$ cat config.mk
export PLATFORM = sky130hd
export DESIGN_NAME = spi_regbank_flat
export DESIGN_NICKNAME = d
export VERILOG_FILES = /design/src/rtl/spi_regbank_if.sv /design/src/rtl/spi_regbank.sv /design/src/flat_wrapper.sv
export SDC_FILE = /design/constraint.sdc
export NUM_CORES = 1
export LEC_CHECK = 0
export CAP_MARGIN = 20
export CORE_ASPECT_RATIO = 0.6
export CORE_UTILIZATION = 69
export DETAILED_ROUTE_END_ITERATION = 7
export DONT_BUFFER_PORTS = 1
export GPL_TIMING_DRIVEN = 0
export HOLD_SLACK_MARGIN = 0.08
export PLACE_DENSITY = 0.85
export SETUP_SLACK_MARGIN = 0.05
export SLEW_MARGIN = 20
export SYNTH_ARGS = -nofsm -noshare
export SYNTH_HDL_FRONTEND = slang
export SYNTH_SLANG_ARGS = --single-unit
$ cat constraint.sdc
create_clock -name CLK -period 6 [get_ports CLK]
set_input_delay 1.2 -clock CLK [delete_from_list [all_inputs] [get_ports CLK]]
set_output_delay 1.2 -clock CLK [all_outputs]
set_load 0.05 [all_outputs]
$ cat src/rtl/spi_regbank_if.sv
// SPI pin bundle for spi_regbank: the bench drives it as master, the
// register bank consumes it as slave.
interface spi_regbank_if;
  logic CEB;
  logic SCLK;
  logic MOSI;
  logic MISO;
  logic MISO_EN;

  modport master (output CEB, output SCLK, output MOSI, input MISO, input MISO_EN);
  modport slave  (input CEB, input SCLK, input MOSI, output MISO, output MISO_EN);
endinterface

$ cat src/rtl/spi_regbank.sv
// spi_regbank: oversampled SPI (mode 0) slave with an addressed,
// auto-incrementing word protocol. Writable control words drive R; reads
// return R words, then RD status words, then zero.
// Optional macro SPI_SNAPSHOT_EN: capture the whole RD vector when a read
// command completes, so every word of that burst is coherent.
module spi_regbank #(
  parameter int DW  = 8,
  parameter int NWR = 8,
  parameter int NRD = 8,
  parameter int AW  = 7,
  parameter logic [NWR*DW-1:0] R_RST = '0
) (
  input  logic              CLK,
  input  logic              RST,
  spi_regbank_if.slave      spi,
  output logic [NWR*DW-1:0] R,
  input  logic [NRD*DW-1:0] RD,
  output logic [NWR-1:0]    WR_STROBE,
  output logic              FRAME_ERR
);

  localparam int CMDW = AW + 1;
  // Shift-in register only keeps the bits preceding the one being sampled.
  localparam int SHW  = ((CMDW > DW) ? CMDW : DW) - 1;
  localparam int CW   = $clog2(SHW + 2);

  localparam logic [1:0] S_IDLE  = 2'd0;
  localparam logic [1:0] S_CMD   = 2'd1;
  localparam logic [1:0] S_WDATA = 2'd2;
  localparam logic [1:0] S_RDATA = 2'd3;

  logic              ceb_meta_q, ceb_sync_q, ceb_prev_q;
  logic              sclk_meta_q, sclk_sync_q, sclk_prev_q;
  logic              mosi_meta_q, mosi_sync_q;
  logic              ceb_fall, ceb_rise, sclk_rise, sclk_fall;

  logic [1:0]        state_q, state_d;
  logic [CW-1:0]     bit_cnt_q, bit_cnt_d;
  logic [AW-1:0]     addr_q, addr_d;
  logic [SHW-1:0]    shift_in_q, shift_in_d;
  logic [DW-2:0]     sh_out_q, sh_out_d;
  logic [NWR*DW-1:0] r_q, r_d;
  logic [NWR-1:0]    wr_strobe_q, wr_strobe_d;
  logic              frame_err_q, frame_err_d;
  logic              miso_q, miso_d;
  logic              miso_en_q, miso_en_d;
  logic [CMDW-1:0]   cmd_word;
  logic [DW-1:0]     data_word;
  logic [DW-1:0]     rd_word;
  logic [NRD*DW-1:0] rd_src;

`ifdef SPI_SNAPSHOT_EN
  logic [NRD*DW-1:0] snap_q, snap_d;
  assign rd_src = snap_q;
`else
  assign rd_src = RD;
`endif

  // CEB synchroniser resets to "low" so a CEB held low through reset never
  // looks like a fresh falling edge; the frame restarts only on a real one.
  always_ff @(posedge CLK) begin
    if (RST) begin
      ceb_meta_q <= 1'b0;
      ceb_sync_q <= 1'b0;
      ceb_prev_q <= 1'b0;
    end else begin
      ceb_meta_q <= spi.CEB;
      ceb_sync_q <= ceb_meta_q;
      ceb_prev_q <= ceb_sync_q;
    end
  end

  // SCLK/MOSI synchronisers; edges only matter inside a frame, so no reset.
  always_ff @(posedge CLK) begin
    sclk_meta_q <= spi.SCLK;
    sclk_sync_q <= sclk_meta_q;
    sclk_prev_q <= sclk_sync_q;
    mosi_meta_q <= spi.MOSI;
    mosi_sync_q <= mosi_meta_q;
  end

  assign ceb_fall  = ceb_prev_q & ~ceb_sync_q;
  assign ceb_rise  = ~ceb_prev_q & ceb_sync_q;
  assign sclk_rise = sclk_sync_q & ~sclk_prev_q;
  assign sclk_fall = ~sclk_sync_q & sclk_prev_q;

  // Read word selection: R words, then RD words, then zero.
  always_comb begin
    rd_word = '0;
    for (int k = 0; k < NWR; k++)
      if (int'(addr_q) == k) rd_word = r_q[k*DW +: DW];
    for (int j = 0; j < NRD; j++)
      if (int'(addr_q) == NWR + j) rd_word = rd_src[j*DW +: DW];
  end

  // Frame FSM: command decode, write commit, read shift-out.
  always_comb begin
    state_d     = state_q;
    bit_cnt_d   = bit_cnt_q;
    addr_d      = addr_q;
    shift_in_d  = shift_in_q;
    sh_out_d    = sh_out_q;
    r_d         = r_q;
    wr_strobe_d = '0;
    frame_err_d = frame_err_q;
    miso_d      = miso_q;
    miso_en_d   = miso_en_q;
`ifdef SPI_SNAPSHOT_EN
    snap_d      = snap_q;
`endif
    cmd_word    = {shift_in_q[CMDW-2:0], mosi_sync_q};
    data_word   = {shift_in_q[DW-2:0], mosi_sync_q};

    if (ceb_rise) begin
      // Ending with a partial word drops it and flags the frame.
      if (state_q != S_IDLE && bit_cnt_q != '0) frame_err_d = 1'b1;
      state_d   = S_IDLE;
      bit_cnt_d = '0;
      miso_d    = 1'b0;
      miso_en_d = 1'b0;
    end else if (ceb_fall) begin
      state_d     = S_CMD;
      bit_cnt_d   = '0;
      frame_err_d = 1'b0;
      miso_d      = 1'b0;
      miso_en_d   = 1'b1;
    end else begin
      case (state_q)
        S_CMD: begin
          miso_d = 1'b0;
          if (sclk_rise) begin
            shift_in_d = {shift_in_q[SHW-2:0], mosi_sync_q};
            if (bit_cnt_q == CW'(CMDW - 1)) begin
              bit_cnt_d = '0;
              addr_d    = cmd_word[AW-1:0];
              if (cmd_word[AW]) begin
                state_d = S_WDATA;
              end else begin
                state_d = S_RDATA;
`ifdef SPI_SNAPSHOT_EN
                snap_d  = RD;
`endif
              end
            end else begin
              bit_cnt_d = bit_cnt_q + 1'b1;
            end
          end
        end
        S_WDATA: begin
          miso_d = 1'b0;
          if (sclk_rise) begin
            shift_in_d = {shift_in_q[SHW-2:0], mosi_sync_q};
            if (bit_cnt_q == CW'(DW - 1)) begin
              bit_cnt_d = '0;
              for (int k = 0; k < NWR; k++) begin
                if (int'(addr_q) == k) begin
                  r_d[k*DW +: DW] = data_word;
                  wr_strobe_d[k]  = 1'b1;
                end
              end
              addr_d = addr_q + 1'b1;
            end else begin
              bit_cnt_d = bit_cnt_q + 1'b1;
            end
          end
        end
        S_RDATA: begin
          if (sclk_fall) begin
            if (bit_cnt_q == '0) begin
              miso_d   = rd_word[DW-1];
              sh_out_d = rd_word[DW-2:0];
            end else begin
              miso_d   = sh_out_q[DW-2];
              sh_out_d = {sh_out_q[DW-3:0], 1'b0};
            end
          end
          if (sclk_rise) begin
            if (bit_cnt_q == CW'(DW - 1)) begin
              bit_cnt_d = '0;
              addr_d    = addr_q + 1'b1;
            end else begin
              bit_cnt_d = bit_cnt_q + 1'b1;
            end
          end
        end
        default: miso_d = 1'b0;
      endcase
    end
  end

  // Control and register-bank state with synchronous reset.
  always_ff @(posedge CLK) begin
    if (RST) begin
      state_q     <= S_IDLE;
      bit_cnt_q   <= '0;
      addr_q      <= '0;
      r_q         <= R_RST;
      wr_strobe_q <= '0;
      frame_err_q <= 1'b0;
      miso_q      <= 1'b0;
      miso_en_q   <= 1'b0;
    end else begin
      state_q     <= state_d;
      bit_cnt_q   <= bit_cnt_d;
      addr_q      <= addr_d;
      r_q         <= r_d;
      wr_strobe_q <= wr_strobe_d;
      frame_err_q <= frame_err_d;
      miso_q      <= miso_d;
      miso_en_q   <= miso_en_d;
    end
  end

  // Shift registers carry data only; they are reloaded before every use.
  always_ff @(posedge CLK) begin
    shift_in_q <= shift_in_d;
    sh_out_q   <= sh_out_d;
`ifdef SPI_SNAPSHOT_EN
    snap_q     <= snap_d;
`endif
  end

  assign R           = r_q;
  assign WR_STROBE   = wr_strobe_q;
  assign FRAME_ERR   = frame_err_q;
  assign spi.MISO    = miso_q;
  assign spi.MISO_EN = miso_en_q;

endmodule

$ cat src/flat_wrapper.sv
// flat-port wrapper written by rule: the top's interface ports become plain ports
module spi_regbank_flat 
#(
  parameter int DW  = 8,
  parameter int NWR = 8,
  parameter int NRD = 8,
  parameter int AW  = 7,
  parameter logic [NWR*DW-1:0] R_RST = '0
)
  (CLK, RST, R, RD, WR_STROBE, FRAME_ERR, spi_CEB, spi_SCLK, spi_MOSI, spi_MISO, spi_MISO_EN);
  spi_regbank_if spi_i ();
  input  logic CLK;
  input  logic RST;
  output logic [NWR*DW-1:0] R;
  input  logic [NRD*DW-1:0] RD;
  output logic [NWR-1:0] WR_STROBE;
  output logic FRAME_ERR;
  input wire logic [$bits(spi_i.CEB)-1:0] spi_CEB;
  input wire logic [$bits(spi_i.SCLK)-1:0] spi_SCLK;
  input wire logic [$bits(spi_i.MOSI)-1:0] spi_MOSI;
  output wire logic [$bits(spi_i.MISO)-1:0] spi_MISO;
  output wire logic [$bits(spi_i.MISO_EN)-1:0] spi_MISO_EN;
  assign spi_i.CEB = spi_CEB;
  assign spi_i.SCLK = spi_SCLK;
  assign spi_i.MOSI = spi_MOSI;
  assign spi_MISO = spi_i.MISO;
  assign spi_MISO_EN = spi_i.MISO_EN;
  spi_regbank #(.DW(DW), .NWR(NWR), .NRD(NRD), .AW(AW), .R_RST(R_RST)) u_core (.CLK(CLK), .RST(RST), .spi(spi_i), .R(R), .RD(RD), .WR_STROBE(WR_STROBE), .FRAME_ERR(FRAME_ERR));
endmodule
After elaboration in Yosys (flattened, before gate mapping)
Cells that the tools add are included.

storage, ports and cells
  bits in registers = 110
  input bits = 69
  output and inout bits = 75
  logic and storage cells = 139

operators by class
  add/sub/neg operators = 2
  eq/ne operators = 24
  multiplexer cells = 40
  bitwise gates (word level) = 14
  reduce and logical (&&, ||, !) cells = 32

operators with widths
  operator                                                               number
  8-bit 2-to-1 mux                                                       16
  7-bit by 5-bit equality test with 1-bit output, second input constant  8
  6-bit AND reduction                                                    8
  7-bit 2-to-1 mux                                                       5
  7-bit by 4-bit equality test with 1-bit output, second input constant  4
  1-bit 2-to-1 mux                                                       17
  7-bit by 3-bit equality test with 1-bit output, second input constant  2
  7-bit case mux with 2 select lines                                     1
  2-bit nonzero test                                                     6
  1-bit inverter                                                         10
  2-bit by 1-bit != test with 1-bit output, second input constant        4
  4-bit AND reduction                                                    2
  7-bit by 1-bit adder with 7-bit output, second input constant          1
  7-bit by 2-bit equality test with 1-bit output, second input constant  1
  7-bit zero test                                                        1
  7-bit AND reduction                                                    1
  3-bit AND reduction                                                    2
  2-bit OR reduction                                                     3
  3-bit OR reduction                                                     2
  6-bit OR reduction                                                     1
  4-bit by 1-bit adder with 4-bit output, second input constant          1
  1-bit AND                                                              4
  2-bit equality test, second input constant                             2
  4-bit by 3-bit equality test with 1-bit output, second input constant  1
  8 further kinds                                                        9

Depth between registers and ports, before layout
  depth after elaboration = 18
  mapped depth = 10
  depth with buffers taken out = 8

Worst setup path after synthesis
Ideal clock, no wire load.

  path type = register -> register
  start = register u_core.addr_q[6]
  end = register u_core.sh_out_q[3], data pin
  setup time = 0.261 ns
  arrival = 2.038 ns
  data required time = 5.739 ns
  slack = 3.701 ns
  cell stages (with the launch flop) = 10
  path buffers = 3
  period minus slack after synthesis = 2.299 ns
  cells stage by stage = dfxtp_1 buf_6 or4b_1 buf_2 or3_1 buf_6 o2111ai_2 nor2_1 nor4_2 o21ai_1

on the way
  word-level cells in the longest chain between the ends = 18
  elaborated cells on any way between the ends = 33
  classes of those cells = eq/ne (15); mux (17); reduce/logical (1)

ends and longest elaborated chain
  what                            RTL line            source
  start, declared                 spi_regbank.sv:39   logic [AW-1:0] addr_q, addr_d;
  start signal, assigned          spi_regbank.sv:205  addr_q <= addr_d;
  7-bit zero test                 spi_regbank.sv:91   if (int'(addr_q) == k) rd_word = r_q[k*DW +: DW];
  8-bit 2-to-1 mux (8 in series)  spi_regbank.sv:91
  8-bit 2-to-1 mux (7 in series)  spi_regbank.sv:93   if (int'(addr_q) == NWR + j) rd_word = rd_src[j*DW +: DW];
  8-bit 2-to-1 mux (*)            spi_regbank.sv:93
  7-bit 2-to-1 mux (*)            spi_regbank.sv:169  if (bit_cnt_q == '0) begin
  end signal, assigned            spi_regbank.sv:217  sh_out_q <= sh_out_d;
  end, declared                   spi_regbank.sv:41   logic [DW-2:0] sh_out_q, sh_out_d;

Mark *: on every way between the ends. The rest lies on a longest branch, timed or not.
A chain may end at the register's enable or synchronous reset.

Worst setup path after layout
  start = register u_core.addr_q[1]
  end = register u_core.sh_out_q[2], data pin

Same word-level chain as after synthesis.

==> summary.md <==
| Metric | Value |
|---|---|
| Most heavily used metal layer in global routing | met2 |
| Setup violators final | 0 |
| Row cnt | 25 |
| Yosys top cell by area | dfxtp_1 |
| Synth Instances | 723 |
| Clk slew on worst S/H paths | 0.07 ns |
| WL final | 21000 um |
| Most frequent cells in the layout | nand2_1 (111), dfxtp_1 (96), a21oi_1 (85) |
| Fraction of final layout cells sized beyond drive strength 1 | 0.0461 |
| Die Y | 72.3 um |
| F_max | 0.284 GHz |
| Post-synth ARST share | 0 |
| Total congestion overflow | 0 |
| Tot GR Track Use | 0.484 |
| Detailed Route Iter0 Violations | 848 |
| Pre-CTS WS | 2.77 ns |
| Pwr/cell area | 236 mW/mm^2 |
| Peak VDD IR | 0.000193 V |
| Reg area | 0.00234 sq mm |
| Synth area leaders | dfxtp_1 (34%), a21oi_1 (7.5%), edfxtp_1 (7.4%), nand2_1 (7.3%), nand3_1 (6.8%) |
| Post-CTS setup repair buffer count | 0 |
| Gpl congestion | 0.997 |
| Total power | 1.45 mW |
| Final WS setup | 2.47 ns |
| Drt first pass iters | 6 |
| Met3 Usage GRT | 0.162 |
| Synthesis-stage register bit count | 110 |
| WS Path Type | reg2reg |
| Final core occ | 0.775 |
| Final Net Count | 815 |
| Max-cap viol count | 0 |
| DP HPWL | 14900 um |
| Clock latency on the worst-skew pair | 0.35 ns |
| Syn. warnings | 0 |
| Crit share post-route | 0.588 |
| Met1 Usage GRT | 0.631 |
| Initial antenna violation count | 0 |
| Filler Cell Count | 581 |
| Critical Path End Type | register |
| Post-synth EDFFs | 14 |
| Final Max Tran Viols | 0 |
| H-tree level count | 3 |
| TNS Setup | 0 ns |
| CTS tree | built |
| Total CTS buffers | 9 |
| RSZ-0062 raised after global routing | false |
| Die width | 119 um |
| Share of the synthesized area in the top cell type | 0.338 |
| Worst min path class | reg2reg |
| Residual DRC count | 0 |
| Average cell area after synthesis | 7.86 sq um |
| Core area | 0.00791 sq mm |
| Synth unique cells | 63 |
| Top Ports | 144 |
| CTS sink count | 110 |
| Met2 GRT Util | 0.744 |
| CTS Buffer Depth | 2 |
| First-pass GRT wire length | 31300 um |
| CTS Hold Bufs | 0 |
| CP startpoint kind | register |
| Syn Nets | 804 |
| WP data arrival | 3.62 ns |
| Worst slew pin tran | 1.08 ns |
| Leakage Power | 2.09 nW |
| Die area | 0.00862 sq mm |
| Drt wl/cell | 24.8 um |
| Final ANT Viol Nets | 0 |
| Largest net degree at the start of global routing | 19 |
| Outcome | finished, final reports clean |
| # resized after CTS | 0 |
| Port Buf Inserts | 0 |
| Main synth FF type | dfxtp_1 |
| Root Buffer Master | clkbuf_16 |
| Mapped cell area | 0.00568 sq mm |
| CP Max Fanout | 10 |
| Multi-input logic area | 0.00305 sq mm |
| Leading cell type in the layout, fill and taps excluded | nand2_1 |
| Synthesis-to-layout area growth | 7.88% |
| Routed vias | 6216 |
| Initial core utilization | 0.718 |
| Number of diodes | 0 |
| DR vias/cell | 7.35 |
| Layout Skew | 0.00819 ns |
| Slew margin rel. | 0.274 |
| Area after DPL | 0.00582 sq mm |
| Post-synthesis sequential area ratio | 0.412 |
| Count of final hold-check violations | 0 |
| Req. time, crit path | 6.09 ns |
| Vias in the first global route | 5735 |
| Min Clock Period, post-route | 3.53 ns |
| Final Instance Area | 0.00613 sq mm |
final cells by class:
| type | instances | area share |
|---|---|---|
| Clock inverter | 3 | 0.00551 |
| Clock buffer | 12 | 0.0455 |
| Buffer | 59 | 0.0402 |
| Sequential cell | 110 | 0.382 |
| Tap cell | 108 | 0.0220 |
| Inverter | 12 | 0.00735 |
| Multi-Input combinational cell | 542 | 0.497 |
cells in the mapped netlist (all sizes together), types with 2 or more instances:
library cell	instances
clkbuf	47
o221ai	3
a221o	5
o22ai	9
o21ai	39
or2	2
a211oi	9
a221oi	6
nor4	2
nor3b	3
ha	12
nor4b	2
inv	12
nor2	53
nand3	77
a311oi	3
a22oi	2
edfxtp	14
and3	4
nand2b	6
o2111ai	4
a32oi	4
and2	5
a211o	5
buf	12
a21oi	85
or3	6
nand4	4
or3b	2
a22o	2
nand2	111
nand3b	3
a2bb2oi	3
dfxtp	96
nor3	15
o211ai	14
o221a	2
a31oi	2
o21a	2
nor2b	9
mux2i	12
sequential cells by signal (all words and copies together), names as in the netlist:
register,flops
u_core.sh_out_q,7
u_core.mosi_meta_q,1
u_core.spi.MISO_EN,1
u_core.state_q,2
u_core.spi.MISO,1
u_core.mosi_sync_q,1
u_core.sclk_meta_q,1
u_core.FRAME_ERR,1
u_core.bit_cnt_q,4
u_core.ceb_meta_q,1
u_core.shift_in_q,7
u_core.sclk_prev_q,1
u_core.addr_q,7
u_core.ceb_sync_q,1
u_core.ceb_prev_q,1
u_core.R,64
u_core.sclk_sync_q,1
u_core.WR_STROBE,8
routing by layer:
layer | vias to the layer above | part of all wire
met1 | 2894 | 0.36
li1 | 2639 | -
met2 | 585 | 0.44
met5 | - | 0
met4 | 0 | 0.038
met3 | 98 | 0.16
metrics by stage:
stage / hold slack [ns] / instances
5_1_grt: 0.345 / 846
6_report: 0.346 / 846
3_3_place_gp: 0.311 / 831
2_1_floorplan: 0.310 / 723
4_1_cts: 0.348 / 846
3_5_place_dp: 0.326 / 831
final timing paths:
kind,end,startpoint,cells past startpoint,slack [ns]
worst max-delay path,u_core.sh_out_q[2],u_core.addr_q[1],10,2.47
worst min-delay path,u_core.sclk_sync_q,u_core.sclk_meta_q,0,0.35
worst max register to register,u_core.sh_out_q[2],u_core.addr_q[1],10,2.47
worst min register to register,u_core.sclk_sync_q,u_core.sclk_meta_q,0,0.35
kinds of logic (layout without fill, tap and decap cells):
group                      count (synthesis)  in the layout  synth area share
and+or+nand+nor                          310            310             0.258
DFF                                      110            110             0.412
buffers and inverters                     71             86            0.0513
xor gates and xnor gates                   1              1           0.00154
muxes                                     12             12            0.0211
adders and majority gates                 12             12            0.0264
AOI/OAI and AO/OA                        207            207             0.230
critical path, stage by stage, from the launching register on:
cell      delay [ns]
dfxtp_1         0.38
inv_1           0.12
ha_1            0.21
clkbuf_1        0.46
clkbuf_1        0.51
clkbuf_1        0.58
o21ai_0         0.24
o21ai_0         0.21
a21oi_1         0.17
o21ai_0         0.27
a21oi_1         0.10
power breakdown:
| group | leakage, nW | internal, mW | switching (mW) |
|---|---|---|---|
| Combinational | 1.04 | 0.0210 | 0.0551 |
| Clock | 0.152 | 0.336 | 0.282 |
| Sequential | 0.903 | 0.748 | 0.00381 |
| Total | 2.09 | 1.11 | 0.341 |
(Power assumes the default switching activity.)
